--- src/rtl/demux_pkg.sv ---
// rtl/demux_pkg.sv - shared types and constants for the 1-to-2 stream demultiplexer
package demux_pkg;

    localparam int CNT_W         = 16;
    localparam int DEFAULT_WIDTH = 8;

    typedef enum logic {
        CH0 = 1'b0,
        CH1 = 1'b1
    } chan_t;

    function automatic logic [CNT_W-1:0] sat_inc(input logic [CNT_W-1:0] v);
        return (v == '1) ? v : v + 1'b1;
    endfunction

endpackage

--- src/rtl/demux1to2_stream_if.sv ---
// rtl/demux1to2_stream_if.sv - input stream plus two output streams of the demultiplexer
interface demux1to2_stream_if
    import demux_pkg::*;
#(
    parameter int WIDTH = DEFAULT_WIDTH
);

    logic             in_valid;
    logic             in_ready;
    logic             in_sel;
    logic [WIDTH-1:0] in_data;
    logic             out0_valid;
    logic             out0_ready;
    logic [WIDTH-1:0] out0_data;
    logic             out1_valid;
    logic             out1_ready;
    logic [WIDTH-1:0] out1_data;

    modport master (
        output in_valid, in_sel, in_data, out0_ready, out1_ready,
        input  in_ready, out0_valid, out0_data, out1_valid, out1_data
    );

    modport slave (
        input  in_valid, in_sel, in_data, out0_ready, out1_ready,
        output in_ready, out0_valid, out0_data, out1_valid, out1_data
    );

endinterface

--- src/rtl/stream_slot.sv ---
// rtl/stream_slot.sv - one-entry holding register for a single output channel
module stream_slot #(
    parameter int WIDTH = 8
) (
    input  logic             clk,
    input  logic             rst,
    input  logic             load,
    input  logic [WIDTH-1:0] load_data,
    input  logic             out_ready,
    output logic             out_valid,
    output logic [WIDTH-1:0] out_data,
    output logic             free
);

    logic             valid_q;
    logic [WIDTH-1:0] data_q;

    // A full slot that is draining this cycle can take a new word in the same cycle.
    assign free      = !valid_q || out_ready;
    assign out_valid = valid_q;
    assign out_data  = data_q;

    always_ff @(posedge clk) begin
        if (rst) begin
            valid_q <= 1'b0;
            data_q  <= '0;
        end else if (load) begin
            valid_q <= 1'b1;
            data_q  <= load_data;
        end else if (valid_q && out_ready) begin
            valid_q <= 1'b0;
        end
    end

endmodule

--- src/rtl/demux1to2_stream.sv ---
// rtl/demux1to2_stream.sv - 1-to-2 stream demux, tagged or deinterleave; DEMUX_STREAM_CNT_EN adds handshake counters
module demux1to2_stream
    import demux_pkg::*;
#(
    parameter int WIDTH = DEFAULT_WIDTH,
    parameter int ALT   = 0
) (
    input  logic                 clk,
    input  logic                 rst,
    demux1to2_stream_if.slave    bus
`ifdef DEMUX_STREAM_CNT_EN
    ,
    output logic [CNT_W-1:0]     cnt0,
    output logic [CNT_W-1:0]     cnt1
`endif
);

    chan_t dest;
    chan_t ptr_q;
    logic  free0;
    logic  free1;
    logic  slot_free;
    logic  accept;
    logic  load0;
    logic  load1;

    assign dest      = (ALT != 0) ? ptr_q : chan_t'(bus.in_sel);
    assign slot_free = (dest == CH1) ? free1 : free0;
    assign bus.in_ready = !rst && slot_free;
    assign accept    = bus.in_valid && bus.in_ready;
    assign load0     = accept && (dest == CH0);
    assign load1     = accept && (dest == CH1);

    // The pointer only advances on an accepted word, so a stalled channel freezes the stream.
    always_ff @(posedge clk) begin
        if (rst) begin
            ptr_q <= CH0;
        end else if (accept && (ALT != 0)) begin
            ptr_q <= (ptr_q == CH0) ? CH1 : CH0;
        end
    end

    stream_slot #(.WIDTH(WIDTH)) u_slot0 (
        .clk       (clk),
        .rst       (rst),
        .load      (load0),
        .load_data (bus.in_data),
        .out_ready (bus.out0_ready),
        .out_valid (bus.out0_valid),
        .out_data  (bus.out0_data),
        .free      (free0)
    );

    stream_slot #(.WIDTH(WIDTH)) u_slot1 (
        .clk       (clk),
        .rst       (rst),
        .load      (load1),
        .load_data (bus.in_data),
        .out_ready (bus.out1_ready),
        .out_valid (bus.out1_valid),
        .out_data  (bus.out1_data),
        .free      (free1)
    );

`ifdef DEMUX_STREAM_CNT_EN
    logic [CNT_W-1:0] cnt0_q;
    logic [CNT_W-1:0] cnt1_q;

    always_ff @(posedge clk) begin
        if (rst) begin
            cnt0_q <= '0;
            cnt1_q <= '0;
        end else begin
            if (bus.out0_valid && bus.out0_ready) cnt0_q <= sat_inc(cnt0_q);
            if (bus.out1_valid && bus.out1_ready) cnt1_q <= sat_inc(cnt1_q);
        end
    end

    assign cnt0 = cnt0_q;
    assign cnt1 = cnt1_q;
`endif

endmodule
--- src/flat_wrapper.sv ---
// flat-port wrapper written by rule: the top's interface ports become plain ports
module demux1to2_stream_flat import demux_pkg::*;
#(
    parameter int WIDTH = DEFAULT_WIDTH,
    parameter int ALT   = 0
)
  (clk, rst, bus_in_valid, bus_in_sel, bus_in_data, bus_out0_ready, bus_out1_ready, bus_in_ready, bus_out0_valid, bus_out0_data, bus_out1_valid, bus_out1_data);
  demux1to2_stream_if #(.WIDTH(WIDTH)) bus_i ();
  input  logic clk;
  input  logic rst;
  input wire logic [$bits(bus_i.in_valid)-1:0] bus_in_valid;
  input wire logic [$bits(bus_i.in_sel)-1:0] bus_in_sel;
  input wire logic [$bits(bus_i.in_data)-1:0] bus_in_data;
  input wire logic [$bits(bus_i.out0_ready)-1:0] bus_out0_ready;
  input wire logic [$bits(bus_i.out1_ready)-1:0] bus_out1_ready;
  output wire logic [$bits(bus_i.in_ready)-1:0] bus_in_ready;
  output wire logic [$bits(bus_i.out0_valid)-1:0] bus_out0_valid;
  output wire logic [$bits(bus_i.out0_data)-1:0] bus_out0_data;
  output wire logic [$bits(bus_i.out1_valid)-1:0] bus_out1_valid;
  output wire logic [$bits(bus_i.out1_data)-1:0] bus_out1_data;
  assign bus_i.in_valid = bus_in_valid;
  assign bus_i.in_sel = bus_in_sel;
  assign bus_i.in_data = bus_in_data;
  assign bus_i.out0_ready = bus_out0_ready;
  assign bus_i.out1_ready = bus_out1_ready;
  assign bus_in_ready = bus_i.in_ready;
  assign bus_out0_valid = bus_i.out0_valid;
  assign bus_out0_data = bus_i.out0_data;
  assign bus_out1_valid = bus_i.out1_valid;
  assign bus_out1_data = bus_i.out1_data;
  demux1to2_stream #(.WIDTH(WIDTH), .ALT(ALT)) u_core (.clk(clk), .rst(rst), .bus(bus_i));
endmodule
--- config.mk ---
export PLATFORM = sky130hd
export DESIGN_NAME = demux1to2_stream_flat
export DESIGN_NICKNAME = d
export VERILOG_FILES = /design/src/rtl/demux_pkg.sv /design/src/rtl/demux1to2_stream_if.sv /design/src/rtl/stream_slot.sv /design/src/rtl/demux1to2_stream.sv /design/src/flat_wrapper.sv
export SDC_FILE = /design/constraint.sdc
export NUM_CORES = 1
export LEC_CHECK = 0
export BUFFER_PORTS_ARGS = -buffer_cell sky130_fd_sc_hd__buf_2
export CAP_MARGIN = 20
export CORE_MARGIN = 8
export CORE_UTILIZATION = 49
export DETAILED_ROUTE_END_ITERATION = 10
export PLACE_DENSITY = 0.81
export SYNTH_ARGS = -nofsm -noshare
export SYNTH_HDL_FRONTEND = slang
export SYNTH_SLANG_ARGS = --single-unit
--- constraint.sdc ---
create_clock -name clk -period 2 [get_ports clk]
set_clock_uncertainty 0.2 [all_clocks]
set_input_delay 0.4 -clock clk [delete_from_list [all_inputs] [get_ports clk]]
set_output_delay 0.4 -clock clk [all_outputs]
set_load 0.01 [all_outputs]
==> Word level (Yosys, flattened, before mapping) <==
Index checks and enable logic that the tools add are counted.
{ "op_classes": {"mux": 5, "bitwise_logic": 1, "reduce_logical": 13} }
{ "ops": {"columns": ["op", "n"], "rows": [
  ["logical AND 1 bit", 6],
  ["two-way mux 1 bit", 5],
  ["nonzero test 2 bit", 2],
  ["logical NOT 1 bit", 3],
  ["logical OR 1 bit", 2],
  ["inverter 1 bit", 1]
]} }
{ "totals": {"reg_bits": 18, "inputBits": 14, "out_inout_bits": 19, "word_cells": 23} }

==> Logic depth before layout (Yosys ltp) <==
Gate-level depths: netlist (run 1).
{ "depth": {"ltp_word": 7, "mapped_depth": 5, "mapped_depth_nobuf": 3} }

==> By module <==
From an unflattened synthesis (run 1), not the netlist that was laid out.
{ "unflattened": {"cells_unflattened": 66, "area_unflattened_um2": 690.7} }
{ "modules_own_cells": {"columns": ["mod", "n_inst", "cells_each", "area_each_um2"], "rows": [
  ["stream_slot", 2, 30, 321.6],
  ["demux1to2_stream", 1, 6, 47.5]
]} }

==> Worst setup path before layout (run 1) <==
OpenSTA, ideal clock, no wires.
{ "synth_timing": {"kind": "input -> output", "from": "in bus_out0_ready", "to": "out bus_in_ready", "arrival_time_ns": 0.962, "required_time_ns": 1.400, "slack_ns": 0.438, "cell_stages": 3, "n_path_buf": 0, "cell_sequence": "nand2b_1 > nor2_1 > a211oi_1"} }
{ "synth_between": {"elab_chain_cells": 3} }
{ "synth_rtl": {"columns": ["element", "line", "text"], "rows": [
  ["start, declared", "flat_wrapper.sv:14", "input wire logic [$bits(bus_i.out0_ready)-1:0] bus_out0_ready;"],
  ["logical OR 1 bit", "stream_slot.sv:19", "assign free = !valid_q || out_ready;"],
  ["two-way mux 1 bit", "demux1to2_stream.sv:28", "assign slot_free = (dest == CH1) ? free1 : free0;"],
  ["logical AND 1 bit", "demux1to2_stream.sv:29", "assign bus.in_ready = !rst && slot_free;"],
  ["end, declared", "flat_wrapper.sv:16", "output wire logic [$bits(bus_i.in_ready)-1:0] bus_in_ready;"]
]} }
No other way between the ends.

==> Worst setup path after layout (run 1) <==
{ "layout_timing": {"from": "reg u_core.u_slot0.valid_q (netlist: u_core.u_slot0.out_valid)", "to": "out bus_in_ready"} }
{ "layout_between": {"elab_chain_cells": 4} }
{ "layout_rtl": {"columns": ["element", "line", "text"], "rows": [
  ["start, declared", "stream_slot.sv:15", "logic valid_q;"],
  ["start signal, assigned", "stream_slot.sv:25", "valid_q <= 1'b0;"],
  ["start signal, assigned", "stream_slot.sv:28", "valid_q <= 1'b1;"],
  ["start signal, assigned", "stream_slot.sv:31", "valid_q <= 1'b0;"],
  ["logical NOT 1 bit", "stream_slot.sv:19", null],
  ["logical OR 1 bit", "stream_slot.sv:19", null],
  ["two-way mux 1 bit", "demux1to2_stream.sv:28", null],
  ["logical AND 1 bit", "demux1to2_stream.sv:29", null]
]} }
No other way between the ends.

==> results.md, run 1 <==
- Hold repair after CTS inserted 0 buffers.
- Measured along the y axis, the die boundary spans 57.0 um.
- In the post-synthesis netlist, the cell with the most instances is dfxtp_1.
- The total of endpoints with negative setup slack in the final report is 0.
- The number of hold violations in the final report is 0.
- The power density normalized to cell area is 710 nW/um2.
- The routed design has 1.67 mm of wire.
- In this run the cell area measured after placement is 972 um2.
- The cell accounting for the most synthesized area is dfxtp_1.
- STA puts the critical path data arrival time at 1180 ps.
- The congestion estimate from routability-driven global placement came to 0.736.
- The static power due to leakage is 0.507 nW.
- Entering global routing, the biggest net connects 22 pins.
- The routed wire length per instance is 13.5 um.
- The worst hold margin is 143 ps.
- The first routing iteration left 19 violations.
- The min-delay analysis places its worst path in the category in -> reg.
- For this block, the via count after detailed routing is 632.
- The floorplan has 15 rows.
- The source-to-sink clock delay at the later pin of the worst-skew pair is 290 ps.
- The overall power after layout is 0.716 mW.
- The diode insertion count for antenna repair is 0.
- For this run, asynchronously set or reset flops after synthesis account for 0%.
- In this run the number of H-tree levels came out at 1.
- The synthesized design devotes to its leading area cell type 43.8% of total area.
- The count of unique library cells instantiated by Yosys is 16.
- The summed instance area of the synthesized netlist is 823 um2.
- The run finished with clean final reports.
- The number of synthesized flops with an enable pin is 0.
- The area of the placeable core is 1650 um2.
- The clock passes through at most 2 buffers.
- The TritonCTS clock tree is built.
- The commonest register cell after synthesis is dfxtp_1.
- TritonCTS created 3 clock buffers.
- Counting every net in the synthesized netlist gives 89.
- By area the synthesized netlist is led by dfxtp_1 44%, mux2_4 15%, a31o_2 8.5%, nand2b_1 7.6%, nor2b_1 6.8%.
- Along the worst path, the maximum fanout reaches 3.
- For this configuration, the core starts out at a cell density of 49.8%.
- For this run, the number of Yosys warnings is 0.
- The number of routed nets with antenna violations is 0.
- The detailed placement HPWL is 1.24 mm.
- The root buffer cell chosen for the clock tree is clkbuf_4.
- The die span in x is 57.0 um.
- The worst setup path is captured at an output port.
- After clock tree synthesis, the clock-pin slew on the worst setup and hold paths is 100 ps.
- The detailed-routing iteration count for the pre-antenna-repair pass is 4.
- Dividing the detail-routed via count by the number of cells gives 5.10.
- The die covers 3250 um2.
- A synthesized cell averages 11.0 um2.
- The register area is 360 um2.
- The fill cell instance count of the final layout is 145.
- The count of maximum capacitance violations is 0.
- In this run the tightest slew margin relative to its limit is 60.9%.
- Across the VDD grid, the largest voltage drop is 0.530 mV.
- During placement, the flow inserted port buffers numbering 32.
- Counting instances in the post-synthesis netlist gives the leading cell types as 18 x dfxtp_1, 10 x nand2b_1, 9 x nor2b_1.
- Counting I/O delays and the setup requirement, the final critical path takes 1780 ps.
- Once the clock tree was built, the setup fixing pass inserted 0 buffers.
- The count of unresolved DRC violations after routing is 0.
- The clock net in this run drives a total of 18 sinks.
- The global router's overall resource usage is 10.2%.
- By startpoint and endpoint, the worst setup path is classified as reg -> out.
- Global routing finished with a remaining overflow of 0.
- The multi-input combinational cells in the finished layout cover a total of 415 um2.
- STA puts the critical path data required time at 1400 ps.
- Adding up every negative setup slack in the final design gives 0 ps.
- The actual transition at the worst max-transition pin is 586 ps.
- The share of the Yosys chip area taken by registers is 43.8%.
- The timing-limited maximum frequency is 561 MHz.
- The kind of start point of the critical path is a flip-flop.
- The number of storage elements in the synthesis netlist is 18.
- The via count of the first global-routing pass is 627.
- In the final design database the tool counted 122 nets.
- The slowest stage of the critical path belongs to the cell dfxtp_1.
- Once layout is done, the placed cells without fillers occupy 1010 um2.
- The initial antenna violation count is 0.
- In the synthesized netlist, the number of instances is 75.
- The number of pins with negative max-slew slack in the final report is 0.
- The signed area change from the synthesized netlist to the final layout is 22.5%.
- The critical path goes through nand2b_1, nor2_1, a211oi_1, buf_2.
- The fraction of the cycle the final worst path needs is 89.1%.
- The first global-routing pass estimated 2.68 mm of wire.
- The number of ports placed on the die boundary is 33.
- Setup repair after global routing left no endpoint under its margin.
- The fraction of layout instances using a drive strength above 1 is 53.3%.
- The largest stage delay on the critical path is 320 ps.
- The count of cells resized by post-cts repair is 0.
critical path: cells and delay by family, from the launching register on:
family	cells	cell delay (ps)
and+or+nand+nor	2	220
DFF	1	320
buffers and inverters	1	160
AOI/OAI and AO/OA	1	190
registers in the layout (all words and copies together), names as in the netlist:
register and count:
u_core.u_slot0.out_data 8, u_core.u_slot0.out_valid 1, u_core.u_slot1.out_data 8, u_core.u_slot1.out_valid 1
cells by family (layout without fill, tap and decap cells):
kind of cell	count (synthesis)	after routing	synth area share, %
mux	8	8	14.6
compound gates	18	18	15.4
buf+inv	6	38	5.77
flops	18	18	43.8
simple gates	25	25	20.5
layer usage:
metal | vias to the layer above | track usage (%) | routed length [um]
li1 | 326 | - | -
met3 | 5 | 5.32 | 136
met5 | - | 0 | 0
met2 | 22 | 15.5 | 775
met4 | 0 | 5.03 | 28
met1 | 279 | 11.3 | 729
cell usage in the layout (no fill, tap or decap):
cell / count
clkbuf_8: 1
nor3b_4: 1
and3b_1: 1
clkbuf_4: 3
buf_2: 32
nand2b_1: 10
nor2b_1: 9
a21oi_1: 8
nor2_1: 3
nand2_4: 1
a211oi_1: 1
dfxtp_1: 18
a31o_2: 8
buf_4: 2
a21oi_2: 1
mux2_4: 8
where the power goes:
part	total [mW]	switching [mW]	internal, mW	leakage [nW]
Clock	0.222	0.111	0.111	0.0210
Combinational	0.108	0.0495	0.0581	0.338
Sequential	0.387	0.00883	0.378	0.147
metrics by stage:
step	instances	worst slack (ps)	utilization [%]
detailed placement	120	310	58.9
global placement	120	305	58.9
CTS	124	196	61.1
finish	124	217	61.1
global route	124	74.2	61.1
floorplan	75	438	-
final cells by class:
type,count,share of cell area [%]
well taps,17,2.11
repair buffers,34,17.4
clock buffers,4,3.60
multi-input cells,51,41.2
flip-flops and latches,18,35.7
path summary, 6_finish.rpt:
kind                              startpoint                    endpoint  slack (ps)  depth (start not counted)
setup / recovery    u_core.u_slot0.out_valid                bus_in_ready         220                          4
hold / removal                bus_in_data[6]  u_core.u_slot0.out_data[6]         140                          2
setup reg to reg    u_core.u_slot1.out_valid  u_core.u_slot1.out_data[3]         580                          3
hold reg to reg   u_core.u_slot1.out_data[5]  u_core.u_slot1.out_data[5]         420                          3
(Power assumes the default switching activity.)
==> inputs of run 2 (changes only) <==
CORE_UTILIZATION = 46   (was 49)
PLACE_DENSITY = 0.8   (was 0.81)
SYNTH_HIERARCHICAL = 1   (was not set)
==> run 2 against run 1 <==
Effect of this change: synthesized cell count decreased by 12%; fmax increased by 8.6%; total power decreased by 4.5%; largest cell class is now sequential cells.
==> results.md, run 2 <==
- The run finished with clean final reports.
- The portion of netlist area occupied by mux cells is 23.2%.
- In this run, synthesis inferred 0 flip-flops with an integrated enable.
- Max-cap violations in this run came to 0.
- The critical path goes through nand2b_1, nand2b_4, a21oi_2, buf_2.
- The adder and majority cell fraction of the synthesized area is 0%.
- At the end of the flow, the number of nets in the layout was 118.
- The area of the placeable core is 1450 um2.
- The clock drives 18 sinks.
- A synthesized cell averages 10.5 um2.
- The wire-length estimate of the detail-placed layout is 1.28 mm.
- Summing the sequential cell areas from Yosys gives 52.2% of the chip area.
- The actual transition at the worst max-transition pin is 181 ps.
- The final worst slack is 358 ps.
- The detailed router finished its first iteration with 12 violations.
- Counting I/O delays and the setup requirement, the final critical path takes 1640 ps.
- The CTS clock-pin slew for the worst setup and hold paths is 110 ps.
- The data arrival time of the worst path is 1040 ps.
- The level count of the clock H-tree is 1.
- In the final layout, the share of cells above drive strength 1 is 42.7%.
- In this run the worst path has a maximum fanout of 2.
- The data required time of the worst path is 1400 ps.
- Sorting the synthesized cells by how often they occur yields 18 x dfxtp_1, 18 x nor2_1, 16 x mux2i_1.
- The final total negative setup slack is 0 ps.
- The signed area change from the synthesized netlist to the final layout is 32.1%.
- The number of hold buffers added after CTS was 0.
- In this run the remaining antenna-violating nets after routing total 0.
- The async set-reset flop share out of synthesis is 0%.
- The pre-CTS setup slack is 357 ps.
- The count of cells resized by post-cts repair is 0.
- The largest single stage delay on the critical path is 320 ps.
- The cell area that synthesis handed to floorplanning was 691 um2.
- Post-CTS timing repair inserted 0 buffers for setup.
- The library cells used most frequently in the layout, excluding fill and tap cells, are 32 x buf_2, 18 x nor2_1, 18 x dfxtp_1.
- The critical path endpoint category is an output port.
- The number of synthesis warnings is 6.
- Buffers inserted during clock tree synthesis total 3.
- The layout has 128 filler cells.
- The count of unresolved DRC violations after routing is 0.
- The later pin in the worst-skew pair is clocked with a latency of 280 ps.
- The cell accounting for the most synthesized area is dfxtp_1.
- IR analysis of the VDD net gives a maximum drop of 0.440 mV.
- The combinational family with the most area after synthesis is multiplexers.
- The aggregate routed wire length is 1.59 mm.
- The initial antenna violation count came to 0.
- The static power due to leakage is 0.447 nW.
- Measured along the y axis, the die boundary spans 54.8 um.
- Entering global routing, the biggest net connects 12 pins.
- The detailed-routing iteration count for the pre-antenna-repair pass is 4.
- In this run the horizontal extent of the chip is 54.8 um.
- The number of hold violations in the final report is 0.
- The via count of the first global-routing pass was 606.
- The slowest library cell on the worst path is dfxtp_1.
- Of the available clock period, the critical path in the final layout requires 82.1%.
- The count of standard-cell rows is 14.
- The count of buffers added on input and output ports is 32.
- The worst hold path class is in -> reg.
- The portion of synthesized cell area occupied by the leading cell type is 52.2%.
- The power density normalized to cell area is 749 nW/um2.
- The total of endpoints with negative setup slack in the final report is 0.
- In the global route stage, overall resource usage came out at 11.6%.
- The setup path with the least slack is of type reg -> out.
- After detailed routing, the number of vias per cell comes to 4.74.
- The worst pin sits at a relative slew slack of 87.9%.
- The non-filler instance count after layout is 119.
- TritonCTS built the clock tree.
- The synthesized net count is 80.
- The buffer depth of the longest clock path is 2.
- The repair_antennas step left the layout with diodes totalling 0.
- Synthesis handed over a netlist of 66 instances.
- The cell at the root of the clock tree is clkbuf_4.
- Summing all placed instances gives a cell area of 876 um2.
- Summing the areas of all xor and xnor instances in the mapped netlist gives 0% of the synthesized area.
- Counting flops and latches in the post-synthesis netlist gives 18.
- Ranked by total cell area, the synthesized netlist is headed by dfxtp_1 52%, mux2i_1 23%, nor2_1 9.8%, nand2b_4 4.0%, buf_6 3.3%.
- The number of placed instances, taps included, is 115.
- The congestion estimate from routability-driven global placement came to 0.741.
- Synthesis instantiated 11 different standard cells from the library.
- The number of pins with negative max-slew slack in the final report was 0.
- The area of the die is 3000 um2.
- The commonest register cell after synthesis is dfxtp_1.
- Static timing analysis puts the maximum clock frequency at 609 MHz.
- Summing the areas of all and, or, nand and nor instances in the mapped netlist gives 16.1% of the synthesized area.
- The first global-routing pass estimated 2.59 mm of wire.
- Detailed routing inserted a total of 564 vias.
- STA classifies the critical path startpoint as a flip-flop.
- The routed wire length per instance is 13.3 um.
- The global-route congestion overflow total is 0.
- The number of ports placed on the die boundary is 33.
- Once the floorplan was initialized, standard cells occupied 47.5% of the core.
- The post-route standard cell area excluding fillers is 912 um2.
- Leaving out fill and tap cells, the most frequent cell in the layout is buf_2.
- Setup repair after global routing left no endpoint under its margin.
- The share of the synthesized area in compound gates (AO/OA/AOI/OAI) is 2.72%.
-- run 2: changes by cell type in the layout (fill, tap and decap cells not counted), moves of 3 or more --
cell	change
mux2i_1	+16
nor2_1	+15
nor2b_1	-9
a31o_2	-8
mux2_4	-8
nand2b_1	-8
a21oi_1	-6
buf_4	+3
-- run 2: logic make-up after synthesis --
| kind of cell | after synthesis |
|---|---|
| multiplexers | 16 |
| flip-flops | 18 |
| buffers and inverters | 6 |
| AND/OR/NAND/NOR | 23 |
| AO/OA/AOI/OAI | 3 |
-- run 2: worst paths after layout --
check / slack [ps] / cells past startpoint / endpoint / start
hold / removal: 150 / 3 / u_core/u_slot0/out_data[2] / bus_in_data[2]
hold reg to reg: 300 / 2 / u_core/u_slot0/out_data[2] / u_core/u_slot0/out_data[2]
setup / recovery: 360 / 4 / bus_in_ready / u_core/u_slot0/out_valid
setup reg to reg: 600 / 6 / u_core/u_slot1/out_data[4] / u_core/u_slot1/out_valid
-- run 2: worst max-delay path: cells and delay by family, from the launching register on --
family | cells | cell delay [ps]
flops | 1 | 320
simple gates | 2 | 200
buf+inv | 1 | 130
compound gates | 1 | 100
-- run 2: final cells by class --
class / instances / area, um2 / share of cell area, %
clock buffers: 4 / 36.3 / 3.98
inverters: 2 / 7.51 / 0.823
multi-input cells: 42 / 290 / 31.8
well taps: 16 / 20.0 / 2.19
repair buffers: 37 / 198 / 21.7
flip-flops and latches: 18 / 360 / 39.5
-- run 2: report_power, final --
| part | leakage (nW) | switching, mW | internal, mW | total, mW |
|---|---|---|---|---|
| sequential | 0.146 | 0.00589 | 0.371 | 0.377 |
| combinational | 0.280 | 0.0427 | 0.0419 | 0.0847 |
| clock | 0.0210 | 0.111 | 0.111 | 0.222 |
-- run 2: layer usage --
layer	global-route usage [%]	wire length, um	vias to the layer above
li1	-	-	287
met1	12.6	676	251
met2	19.8	711	26
met3	4.08	197	0
met4	4.92	0	0
met5	0	0	-
-- run 2: stage by stage --
stage | hold WS [ps] | utilization (%) | total power, mW
2_1_floorplan | 317 | - | 0.432
5_1_grt | 154 | 62.7 | 0.709
3_3_place_gp | 267 | 60.2 | 0.468
3_5_place_dp | 281 | 60.2 | 0.470
6_report | 151 | 62.7 | 0.684
4_1_cts | 154 | 62.7 | 0.687
==> inputs of run 3 (changes only) <==
CORE_UTILIZATION = 39   (was 46)
PLACE_DENSITY = 0.72   (was 0.8)
clock period = 1.3 ns   (was 2 ns; I/O delays follow)
==> run 3 against run 2 <==
Effect of this change: the flow now finishes with violations (setup timing); sequential power increased by 54%; design area up 9.5%; sequential cell count stayed put; clock power up 54%; total power grew 58%; wire length up 3.8%; register-to-register slack lost 720 ps; critical path depth unchanged; combinational power increased by 83%; critical endpoint unchanged.
==> results.md, run 3 (same netlist as run 2, synthesis figures left out) <==
- After detailed placement, the total cell area comes to 880 um2.
- The highest net fanout along the worst path is 2.
- The initial cell density of the core is 40.9%.
- The initial antenna violation count is 0.
- The cell depth of the worst hold path is 3.
- The shortest clock period the worst path allows after layout is 1490 ps.
- The wire length of the first global-routing pass is 2.66 mm.
- The share of total power in the clock network is 31.7%.
- Setup repair after global routing could not meet its margin everywhere.
- For this design the top-level I/O count stands at 33.
- The global-route congestion overflow total is 0.
- In this run the remaining antenna-violating nets after routing total 0.
- The non-filler instance count after layout is 123.
- The via count of the first global-routing pass came to 602.
- The first detailed-routing pass ran for 2 iterations.
- The final total negative setup slack is -1570 ps.
- The net switching share of the total power is 23.7%.
- In the final routed layout, each cell accounts on average for 13.4 um.
- The final weighted congestion in routability-driven placement is 0.761.
- For hold timing, the worst endpoint is u_core/u_slot1/out_data[4].
- The sequential power share is 53.9%.
- The endpoint of the lowest-slack register-to-register path is u_core/u_slot0/out_data[0].
- The timing-limited maximum frequency is 669 MHz.
- The first routing iteration left 7 violations.
- The internal cell power is 0.822 mW.
- At the pin with the least slew margin, the transition time is 201 ps.
- Summed over all cells, the static leakage comes to 0.473 nW.
- Power spread over the standard cell area amounts to 1080 nW/um2.
- The die covers 3370 um2.
- Dividing the detail-routed via count by the number of cells gives 4.59.
- Measured against its own limit, the worst slew margin works out to 86.6%.
- The post-route netlist has 53.8% of its cells at a drive strength greater than 1.
- The total of endpoints with negative setup slack in the final report is 17.
- The data required time of the worst path is 840 ps.
- The worst hold margin is 18.7 ps.
- The floorplan step set the die height to 58.1 um.
- From synthesis to final layout, the design area changed by 44.6%.
- The pre-CTS setup slack is -119 ps.
- The detailed placement HPWL is 1.23 mm.
- Leaving out fill and tap cells, the most frequent cells in the layout are 32 x buf_2, 16 x nor2_1, 16 x dfxtp_1.
- For this block, the routed nets add up to 1.65 mm of wire.
- The analysis attributes to net switching a power of 0.255 mW.
- The final worst slack is -194 ps.
- For this run, design rule violations remaining after detail routing come to 0.
- In this run the number of H-tree levels came out at 1.
- The clock net in this run drives a total of 18 sinks.
- The final reports fail on setup timing.
- The final route contains 565 vias.
- In this run, CTS created clock tree buffers numbering 3.
- The reg2reg setup slack is -120 ps.
- STA classifies the critical path endpoint as an output port.
- The count of standard-cell rows is 15.
- The startpoint of the worst hold path is bus_in_data[4].
- The path depth of the worst reg2reg path is 7.
- The diode insertion count for antenna repair is 0.
- The tree is rooted in a clkbuf_4.
- The worst-case vdd ir drop is 0.560 mV.
- The number of hold violations in the final report is 0.
- Combinational logic burns 14.4% of the power.
- Clock latency on the worst-skew pair, taken at its later pin, is 290 ps.
- The area of the placeable core is 1690 um2.
- Global routing used 10.6% of the available tracks across all layers.
- The number of placed cells counting well taps is 116.
- Data arrives at the worst endpoint at 1030 ps.
- The pin count of the biggest net entering global routing is 20.
- TritonCTS built the clock tree.
- By startpoint and endpoint, the worst setup path is classified as reg -> out.
- From left edge to right edge, the die measures 58.1 um.
- Clock-pin slew was measured on the worst setup and hold paths at 100 ps.
- Max-cap violations in this run came to 0.
- Leaving out fill and tap cells, the most frequent cell in the layout is buf_2.
- The fraction of the cycle the final worst path needs is 115%.
- The number of pins with negative max-slew slack in the final report is 0.
- The final net count is 121.
- Cells fill 59.1% of the core in the end.
- The run finished, with violations left.
- The worst reg2reg path startpoint is u_core/u_slot0/out_valid.
- The overall power after layout is 1.08 mW.
- The kind of start point of the critical path is a flip-flop.
- The count of port buffers added during placement is 32.
- Counting along the longest clock path gives a buffer depth of 2.
- The tightest min-delay check is of the in -> reg type.
- With fillers left out, the area of the finished cells amounts to 998 um2.
==> run 3: cell types whose count changed in the layout (fill, tap and decap cells not counted), moves of 2 or more <==
cell,delta
nor2_1,-2
buf_6,+4
nand2b_4,+2
nor2_4,+2
dfxtp_1,-2
nand2b_1,-2
dfxtp_2,+2
==> run 3: timing repair <==
action	4_1_cts	5_1_grt
hold buffers	0	0
resized for setup	10	6
endpoints found under the setup margin	17	19
pin swaps	10	10
setup buffers	2	1
==> run 3: final cells by class <==
type	count	area, um2
clock buffer	4	36.3
fill	158	691
inverter	2	7.51
multi-input combinational	42	335
sequential	18	363
tap	17	21.3
timing repair buffer	40	235
==> run 3: critical path, stage by stage (launching register included) <==
cell	delay (ps)
dfxtp_2	350
nand2b_4	70
nand2_4	50
a21oi_2	120
buf_2	140
==> run 3: power groups by stage <==
stage          clock (mW)  sequential (mW)  combinational [mW]
6_report            0.342            0.581               0.155
5_1_grt             0.382            0.583               0.169
4_1_cts             0.366            0.580               0.149
3_5_place_dp            0            0.591               0.132
3_3_place_gp            0            0.591               0.130
2_1_floorplan           0            0.601              0.0648
==> run 3: worst max-delay path by stage <==
| stage | end | slack (ps) | from |
|---|---|---|---|
| after global routing | bus_in_ready | -240 | u_core/u_slot1/out_valid |
| after CTS | bus_in_ready | -210 | u_core/u_slot0/out_valid |
| after global placement | u_core/u_slot0/out_data[0] | -100 | bus_out0_ready |
| final | bus_in_ready | -190 | u_core/u_slot1/out_valid |
| after floorplan | u_core/u_slot1/out_data[0] | 4 | u_core/u_slot1/out_valid |
| after detailed placement | u_core/u_slot1/out_data[5] | -120 | bus_out1_ready |
==> run 3: layer usage <==
metal / part of all wire, % / track usage, %
met1: 40 / 10.5
met2: 50 / 17.4
met3: 7.3 / 4.86
met5: 0 / 0
met4: 2.1 / 7.34
